<file path="config.mk">
export PLATFORM = sky130hd
export DESIGN_NAME = traffic_light_fsm_flat
export DESIGN_NICKNAME = d
export VERILOG_FILES = /design/src/rtl/traffic_pkg.sv /design/src/rtl/traffic_light_fsm_if.sv /design/src/rtl/tick_timer.sv /design/src/rtl/traffic_light_fsm.sv /design/src/flat_wrapper.sv
export SDC_FILE = /design/constraint.sdc
export NUM_CORES = 1
export LEC_CHECK = 0
export CORE_AREA = 2 2 39 41
export DETAILED_ROUTE_END_ITERATION = 7
export DIE_AREA = 0 0 41 43
export PLACE_DENSITY_LB_ADDON = 0.2
export SLEW_MARGIN = 20
export SYNTH_ARGS = -nofsm -noshare
export SYNTH_HDL_FRONTEND = slang
export SYNTH_HIERARCHICAL = 1
export SYNTH_SLANG_ARGS = --single-unit
</file>
<file path="constraint.sdc">
create_clock -name clk -period 2.15 [get_ports clk]
set_clock_uncertainty 0.2 [all_clocks]
set_input_delay 0.43 -clock clk [delete_from_list [all_inputs] [get_ports clk]]
set_output_delay 0.43 -clock clk [all_outputs]
set_load 0.01 [all_outputs]
</file>
<file path="src/rtl/traffic_pkg.sv">
// Shared lamp and state encodings for the two-road traffic light controller.
package traffic_pkg;

  localparam logic [1:0] GREEN  = 2'b00;
  localparam logic [1:0] YELLOW = 2'b01;
  localparam logic [1:0] RED    = 2'b10;

  typedef enum logic [1:0] {
    S0 = 2'b00,
    S1 = 2'b01,
    S2 = 2'b10,
    S3 = 2'b11
  } state_t;

  // Road A is only ever non-red in S0/S1, road B only in S2/S3.
  function automatic logic [1:0] lamp_a(input state_t s);
    case (s)
      S0:      return GREEN;
      S1:      return YELLOW;
      default: return RED;
    endcase
  endfunction

  function automatic logic [1:0] lamp_b(input state_t s);
    case (s)
      S2:      return GREEN;
      S3:      return YELLOW;
      default: return RED;
    endcase
  endfunction

endpackage

</file>
<file path="src/rtl/traffic_light_fsm_if.sv">
// Tick/sensor inputs and lamp/phase outputs of the traffic light controller.
interface traffic_light_fsm_if;
  logic       tick;
  logic       ta;
  logic       tb;
  logic [1:0] la;
  logic [1:0] lb;
  logic [1:0] phase;
  logic       phase_change;

  modport master (output tick, ta, tb, input la, lb, phase, phase_change);
  modport slave  (input tick, ta, tb, output la, lb, phase, phase_change);
endinterface

</file>
<file path="src/rtl/tick_timer.sv">
// Saturating tick counter: clear wins over enable, counting stops at i_max.
module tick_timer #(
  parameter int W = 3
) (
  input  logic         clk,
  input  logic         rst,
  input  logic         i_clr,
  input  logic         i_en,
  input  logic [W-1:0] i_max,
  output logic [W-1:0] o_count
);

  logic [W-1:0] r_count;

  // Tick count held in the current phase
  always_ff @(posedge clk) begin
    if (rst) begin
      r_count <= {W{1'b0}};
    end else if (i_clr) begin
      r_count <= {W{1'b0}};
    end else if (i_en && (r_count < i_max)) begin
      r_count <= r_count + W'(1);
    end else begin
      r_count <= r_count;
    end
  end

  assign o_count = r_count;

endmodule

</file>
<file path="src/rtl/traffic_light_fsm.sv">
// Two-road traffic light controller advancing only on upstream tick pulses;
// green is held while the road sensor reports traffic.
module traffic_light_fsm
  import traffic_pkg::*;
#(
  parameter int MIN_GREEN_TICKS = 3,
  parameter int YELLOW_TICKS    = 2
) (
  input logic               clk,
  input logic               rst,
  traffic_light_fsm_if.slave bus
);

  localparam int TMAX = (MIN_GREEN_TICKS > YELLOW_TICKS) ? MIN_GREEN_TICKS : YELLOW_TICKS;
  localparam int TW   = $clog2(TMAX) + 1;
  localparam logic [TW-1:0] GREEN_LAST  = TW'(MIN_GREEN_TICKS - 1);
  localparam logic [TW-1:0] YELLOW_LAST = TW'(YELLOW_TICKS - 1);

  state_t          r_state;
  state_t          w_next;
  logic [1:0]      r_la;
  logic [1:0]      r_lb;
  logic            r_chg;
  logic            r_pc;
  logic            w_trans;
  logic [TW-1:0]   w_max;
  logic [TW-1:0]   w_count;

  tick_timer #(.W(TW)) u_timer (
    .clk     (clk),
    .rst     (rst),
    .i_clr   (w_trans),
    .i_en    (bus.tick),
    .i_max   (w_max),
    .o_count (w_count)
  );

  // Next-state decision and per-phase saturation limit
  always_comb begin
    w_next = r_state;
    w_max  = GREEN_LAST;
    case (r_state)
      S0: begin
        w_max = GREEN_LAST;
        if (bus.tick && (w_count >= GREEN_LAST) && !bus.ta) w_next = S1;
        else w_next = S0;
      end
      S1: begin
        w_max = YELLOW_LAST;
        if (bus.tick && (w_count == YELLOW_LAST)) w_next = S2;
        else w_next = S1;
      end
      S2: begin
        w_max = GREEN_LAST;
        if (bus.tick && (w_count >= GREEN_LAST) && !bus.tb) w_next = S3;
        else w_next = S2;
      end
      S3: begin
        w_max = YELLOW_LAST;
        if (bus.tick && (w_count == YELLOW_LAST)) w_next = S0;
        else w_next = S3;
      end
      default: begin
        w_max  = GREEN_LAST;
        w_next = S0;
      end
    endcase
    w_trans = (w_next != r_state);
  end

  // State and lamp registers; phase_change trails the transition edge by one cycle
  always_ff @(posedge clk) begin
    if (rst) begin
      r_state <= S0;
      r_la    <= GREEN;
      r_lb    <= RED;
      r_chg   <= 1'b0;
      r_pc    <= 1'b0;
    end else begin
      r_state <= w_next;
      r_la    <= lamp_a(w_next);
      r_lb    <= lamp_b(w_next);
      r_chg   <= w_trans;
      r_pc    <= r_chg;
    end
  end

  assign bus.la           = r_la;
  assign bus.lb           = r_lb;
  assign bus.phase        = r_state;
  assign bus.phase_change = r_pc;

endmodule

</file>
<file path="src/flat_wrapper.sv">
// flat-port wrapper written by rule: the top's interface ports become plain ports
module traffic_light_fsm_flat import traffic_pkg::*;
#(
  parameter int MIN_GREEN_TICKS = 3,
  parameter int YELLOW_TICKS    = 2
)
  (clk, rst, bus_tick, bus_ta, bus_tb, bus_la, bus_lb, bus_phase, bus_phase_change);
  traffic_light_fsm_if bus_i ();
  input logic clk;
  input logic rst;
  input wire logic [$bits(bus_i.tick)-1:0] bus_tick;
  input wire logic [$bits(bus_i.ta)-1:0] bus_ta;
  input wire logic [$bits(bus_i.tb)-1:0] bus_tb;
  output wire logic [$bits(bus_i.la)-1:0] bus_la;
  output wire logic [$bits(bus_i.lb)-1:0] bus_lb;
  output wire logic [$bits(bus_i.phase)-1:0] bus_phase;
  output wire logic [$bits(bus_i.phase_change)-1:0] bus_phase_change;
  assign bus_i.tick = bus_tick;
  assign bus_i.ta = bus_ta;
  assign bus_i.tb = bus_tb;
  assign bus_la = bus_i.la;
  assign bus_lb = bus_i.lb;
  assign bus_phase = bus_i.phase;
  assign bus_phase_change = bus_i.phase_change;
  traffic_light_fsm #(.MIN_GREEN_TICKS(MIN_GREEN_TICKS), .YELLOW_TICKS(YELLOW_TICKS)) u_core (.clk(clk), .rst(rst), .bus(bus_i));
endmodule
</file>
## Word level (Yosys, flattened, before mapping)

Cells that the tools add are included.

| word-level totals | value |
|---|---|
| bits in writable memories | 0 |
| flip-flop bits (word level) | 11 |
| memory bits (read-only) | 0 |
| logic and storage cells | 37 |
| bits of input ports | 5 |
| latch bits | 0 |
| memories | 0 |
| output and inout port bits | 7 |

| cells by class | value |
|---|---|
| div/mod/pow operators | 0 |
| shift operators | 0 |
| $lt $le $gt $ge | 2 |
| $mul | 0 |
| mux-type cells | 8 |
| add/sub/neg operators | 1 |
| eq/ne operators | 8 |
| reduce and logical (&&, ||, !) cells | 12 |
| bitwise gates (word level) | 0 |

Operator list:

| operator | number |
|---|---|
| 2-bit equality test, second input constant | 4 |
| 2-bit one-hot mux with 2 select lines | 2 |
| 2-bit one-hot mux with 4 select lines | 1 |
| 3-bit one-hot mux with 2 select lines | 1 |
| 2-bit OR reduction | 3 |
| 1-bit logical AND | 5 |
| 2-bit by 1-bit equality test with 1-bit output, second input constant | 2 |
| 2-bit logical NOT | 2 |
| 2-bit two-way mux | 2 |
| 3-bit by 1-bit adder with 3-bit output, second input constant | 1 |
| 3-bit by 1-bit equality test with 1-bit output, second input constant | 1 |
| 3-bit by 2-bit greater-or-equal comparator with 1-bit output, second input constant | 1 |
| 3-bit less-than comparator | 1 |
| 1-bit logical NOT | 2 |
| 1-bit two-way mux | 2 |
| 2-bit inequality test | 1 |

## Depth between registers and ports, before layout

Gate-level depths: netlist of run 1.

| depth | value |
|---|---|
| depth in word-level cells | 7 |
| mapped depth | 7 |
| mapped depth without buffers | 7 |

## Cells and area by module

Netlist of run 1, hierarchy kept.

Modules (own cells, without submodules):

| module | times used | cells an instance | area each (um2) |
|---|---|---|---|
| traffic_light_fsm | 1 | 30 | 332.8 |
| tick_timer | 1 | 20 | 191.4 |

## Worst setup path before layout of run 1

No wires, ideal clock.

| path | value |
|---|---|
| path kind | register to register |
| start | reg u_core.r_state[0], in the netlist u_core/bus.phase[0] |
| end | reg u_core.u_timer.r_count[1], in the netlist u_core/u_timer/o_count[1] |
| required time | 1.833 ns |
| cell stages (with the launch flop) | 8 |
| period minus slack after synthesis | 1.621 ns |
| setup slack | 0.529 ns |
| arrival time | 1.304 ns |
| buffers on the path | 0 |
| cell sequence | dfxtp_1 inv_1 inv_1 ha_1 nand2_1 o211ai_2 mux2i_1 nor3_1 |

| between the ends | value |
|---|---|
| longest elaborated chain between the ends | 5 |
| elaborated cells between the ends (all ways) | 12 |

Ends and longest elaborated chain:

| item | line | text |
|---|---|---|
| from (decl) | traffic_light_fsm.sv:19 | `state_t r_state;` |
| from (signal assigned) | traffic_light_fsm.sv:80 | `r_state <= w_next;` |
| 2-bit by 1-bit equality test with 1-bit output (tied with other cells) | traffic_light_fsm.sv:42 | `case (r_state)` |
| 2-bit OR reduction (no source line) | n/a |  |
| 3-bit one-hot mux with 2 select lines * | traffic_light_fsm.sv:42 |  |
| named net u_core.w_max[1] | traffic_light_fsm.sv:26 | `logic [TW-1:0] w_max;` |
| 3-bit less-than comparator * | tick_timer.sv:21 | `end else if (i_en && (r_count < i_max)) begin` |
| 1-bit logical AND * | tick_timer.sv:21 |  |
| to (signal assigned) | tick_timer.sv:20 | `r_count <= {W{1'b0}};` |
| to (signal assigned) | tick_timer.sv:22 | `r_count <= r_count + W'(1);` |
| to (signal assigned) | tick_timer.sv:24 | `r_count <= r_count;` |
| to (decl) | tick_timer.sv:13 | `logic [W-1:0] r_count;` |

The timed path passes the listed nets; every way through them passes the cells marked *. The select of a mux whose other input is x is not followed.
A chain may end at the register's enable or synchronous reset.

## Worst setup path in the final report of run 1

| path | value |
|---|---|
| start | reg u_core.r_state[0], in the netlist u_core/bus.phase[0] |
| end | out bus_phase[0] |

RTL lines:

| item | line | text |
|---|---|---|
| to (decl) | flat_wrapper.sv:16 | `output wire logic [$bits(bus_i.phase)-1:0] bus_phase;` |

No word-level cell between the ends.

==> summary.md, run 1 <==
| Metric | Value |
|---|---|
| Status | `finished clean` |
| Fin Hold WS | `roughly 0.23 ns` |
| Post-CTS setup buffer count | `0` |
| Post-Layout Cell Count | `slightly above 80` |
| Post-layout nets | `74` |
| Die area | `~0.0018 sq mm` |
| Synth unique cells | `22` |
| Area Growth Syn to Fin | `30.5%` |
| Setup TNS Final | `0 ns` |
| Worst Hold Class | `reg -> reg` |
| Total nets after synthesis | `58` |
| Most frequent cell after synthesis | `dfxtp_1` |
| Number of global-route vias before repair | `between 300 and 400` |
| Minimum clock period | `around 1.9 ns` |
| FF+latch count, synth | `11` |
| WP buf/inv | `1` |
| Area contributors post-synth | `dfxtp_1 42%, ha_1 7.2%, mux2i_1 5.7%` |
| Worst skew pair latency | `~0.26 ns` |
| Number of vias per cell | `4.86` |
| Rows | `14` |
| Hold buffer count at CTS | `0` |
| Yosys top cell area share | `0.420` |
| DP Wirelength | `about 700 um` |
| Post-synth ARST share | `0` |
| Core box area | `0.00138 sq mm` |
| Worst EP arrival | `1.31 ns` |
| WP data required | `about 1.5 ns` |
| CP Max Fanout | `6` |
| Post-CTS Resized | `0` |
| Max cap viols | `0` |
| H-tree depth | `1` |
| Internal power | `315 uW` |
| Post-DP Area | `approximately 660 sq um` |
| Post-synth top flop | `dfxtp_1` |
| Combinational Power Share | `0.140` |
| Initial core utilization | `0.379` |
| CTS root buffer | `clkbuf_4` |
| Worst vdd ir | `391 uV` |
| Clk sinks | `11` |
| Filler cells | `144` |
| Unrepaired setup endpoints after global routing | `no` |
| First-pass GRT wire length | `approximately 1500 um` |
| CP max-delay cell | `clkdlybuf4s50_1` |
| All-Layer GR Usage | `0.127` |
| Post-route design area | `a little under 700 sq um` |
| DRC violations left | `0` |
| WL per Instance | `between 10 and 15 um` |
| Hold-critical path depth | `1` |
| Die width | `41 um` |
| Mapped cell area | `roughly 520 sq um` |
| Post-synth EDFFs | `0` |
| Bufs on Longest Clock Path | `2` |
| Switching part of the total | `0.255` |
| Clk pwr share | `0.323` |
| Yosys top cell by area | `dfxtp_1` |
| Setup crit end kind | `output port` |
| Worst reg-to-reg path cell count | `7` |
| Post-placement worst setup slack | `roughly 0.20 ns` |
| Worst setup path class | `reg -> out` |
| RD Place Congestion | `0.619` |
| Slew Limit Fails | `0` |
| Synth Warn # | `6` |
| Worst path cell trace | `clkdlybuf4s50_1` |
| Largest net degree at the start of global routing | `8` |
| Grt ovf | `0` |
| Io pins | `12` |
| Port bufs | `11` |
| Via count | `394` |
| # diodes | `0` |
| Initial DRC count | `3` |
| Final hold vios | `0` |
| Final worst slack | `approximately 0.21 ns` |
| Startpoint class of the critical path | `flop` |
| Total CTS buffers | `3` |
| P per Cell Area | `between 600 and 700 mW/mm^2` |
| Final ANT Viol Nets | `0` |
| Drt total wl | `between 900 and 1000 um` |
| Critical Path Max Stage Delay | `roughly 0.59 ns` |
| Share of layout cells above drive strength 1 | `0.138` |
| Total iterations of the first detailed-routing run | `2` |
| Sequential share of power | `0.537` |
| Sequential fraction of the synthesis area | `0.420` |
| Final setup viols | `0` |
| DP Cell Count | `77` |
| Crit path max-delay family | `buffers and inverters` |
| Initial antenna violation count | `0` |
| Number of cells produced by synthesis | `50` |
| Lkg Pwr | `between 0.0002 and 0.0003 uW` |
| Final Cycle Share | `0.901` |
| Net Sw Power | `between 100 and 150 uW` |
| Critical Path Stages | `1` |
| Post-Syn Area per Cell | `between 10 and 15 sq um` |
| Max Freq | `516 MHz` |
| CTS tree | `yes` |
| Chip height | `~43 um` |
| Worst-path clk slew | `roughly 0.070 ns` |
layer usage:
metal / vias up / track usage / routed length (um)
met4: 0 / 0.0800 / 14
li1: 208 / - / -
met2: 7 / 0.175 / 405
met3: 2 / 0.0628 / 37
met1: 177 / 0.149 / 446
met5: - / 0 / 0
registers in the layout, indices dropped and copies added (netlist names):
name / flops
u_core/bus.lb: 2
u_core/bus.la: 2
u_core/bus.phase: 2
u_core/r_chg: 1
u_core/bus.phase_change: 1
u_core/u_timer/o_count: 3
cells in the final DEF, fill, tap and decap left out:
cell             count
clkdlybuf4s50_1     11
dfxtp_1             11
clkbuf_4             3
inv_1                3
mux2i_1              3
nand2_1              3
nor2b_1              3
nor3_1               3
ha_1                 3
o2111ai_1            2
nor4b_1              2
o21a_1               2
mux2_1               2
a21oi_1              2
xor2_1               2
clkbuf_1             1
nor2_4               1
nand4_4              1
a31oi_1              1
nor2_1               1
a31o_2               1
buf_4                1
conb_1               1
and2b_2              1
o211ai_2             1
kinds of logic after synthesis:
family	synth area share
DFF	0.420
xor gates and xnor gates	0.0334
adders and majority gates	0.0716
muxes	0.100
and+or+nand+nor	0.205
AOI/OAI and AO/OA	0.134
buffers and inverters	0.0286
other	0.00715
cell type report:
cell class	instances	area, sq um	share of cell area
Clock buffer	4	26.3	0.0384
Inverter	3	11.3	0.0165
Multi-Input combinational cell	35	289	0.422
Sequential cell	11	220	0.322
Tap cell	16	20.0	0.0293
Timing Repair Buffer	12	118	0.172
path summary, 6_finish.rpt:
check	end	from	slack [ns]
setup / recovery	bus_phase[0]	u_core/bus.phase[0]	0.21
hold reg to reg	u_core/bus.phase_change	u_core/r_chg	0.23
hold / removal	u_core/bus.phase_change	u_core/r_chg	0.23
setup reg to reg	u_core/u_timer/o_count[1]	u_core/bus.phase[0]	0.45
per-stage QoR:
stage | total power, uW | util
finish | 422 | 0.495
global route | 445 | 0.495
CTS | 431 | 0.495
detailed placement | 291 | 0.476
global placement | 290 | 0.476
floorplan | 266 | -
worst register-to-register path, cell delays in order, from the launching register on:
cell and delay [ns]:
dfxtp_1 0.38, inv_1 0.13, inv_1 0.05, ha_1 0.27, nand2_1 0.07, o211ai_2 0.21
mux2i_1 0.21, nor3_1 0.06
power by group through the flow:
stage / registers, uW / logic (uW) / clock network (uW)
2_1_floorplan: 230 / 36.0 / 0
3_3_place_gp: 232 / 58.6 / 0
3_5_place_dp: 232 / 58.7 / 0
4_1_cts: 227 / 59.8 / 144
5_1_grt: 229 / 66.3 / 150
6_report: 227 / 58.9 / 137
Power figures use the tool's default switching activity.
==> run 2: changes to the inputs <==
Settings changed: MAX_ROUTING_LAYER set to met4.
==> results of run 2 <==
The final DEF is identical to that of run 1; final timing and power are the same.
Main changes from that run: final weighted congestion in routability-driven placement 0.619 -> 0.623; overall routing resource usage 0.127 -> 0.130
==> run 3: changes to the inputs <==
Settings changed: CTS_CLUSTER_DIAMETER set to 120.
==> results of run 3 <==
The final DEF is identical to that of run 1; final timing and power are the same.
Main changes from that run: final weighted congestion in routability-driven placement 0.619 -> 0.623; overall routing resource usage 0.127 -> 0.130
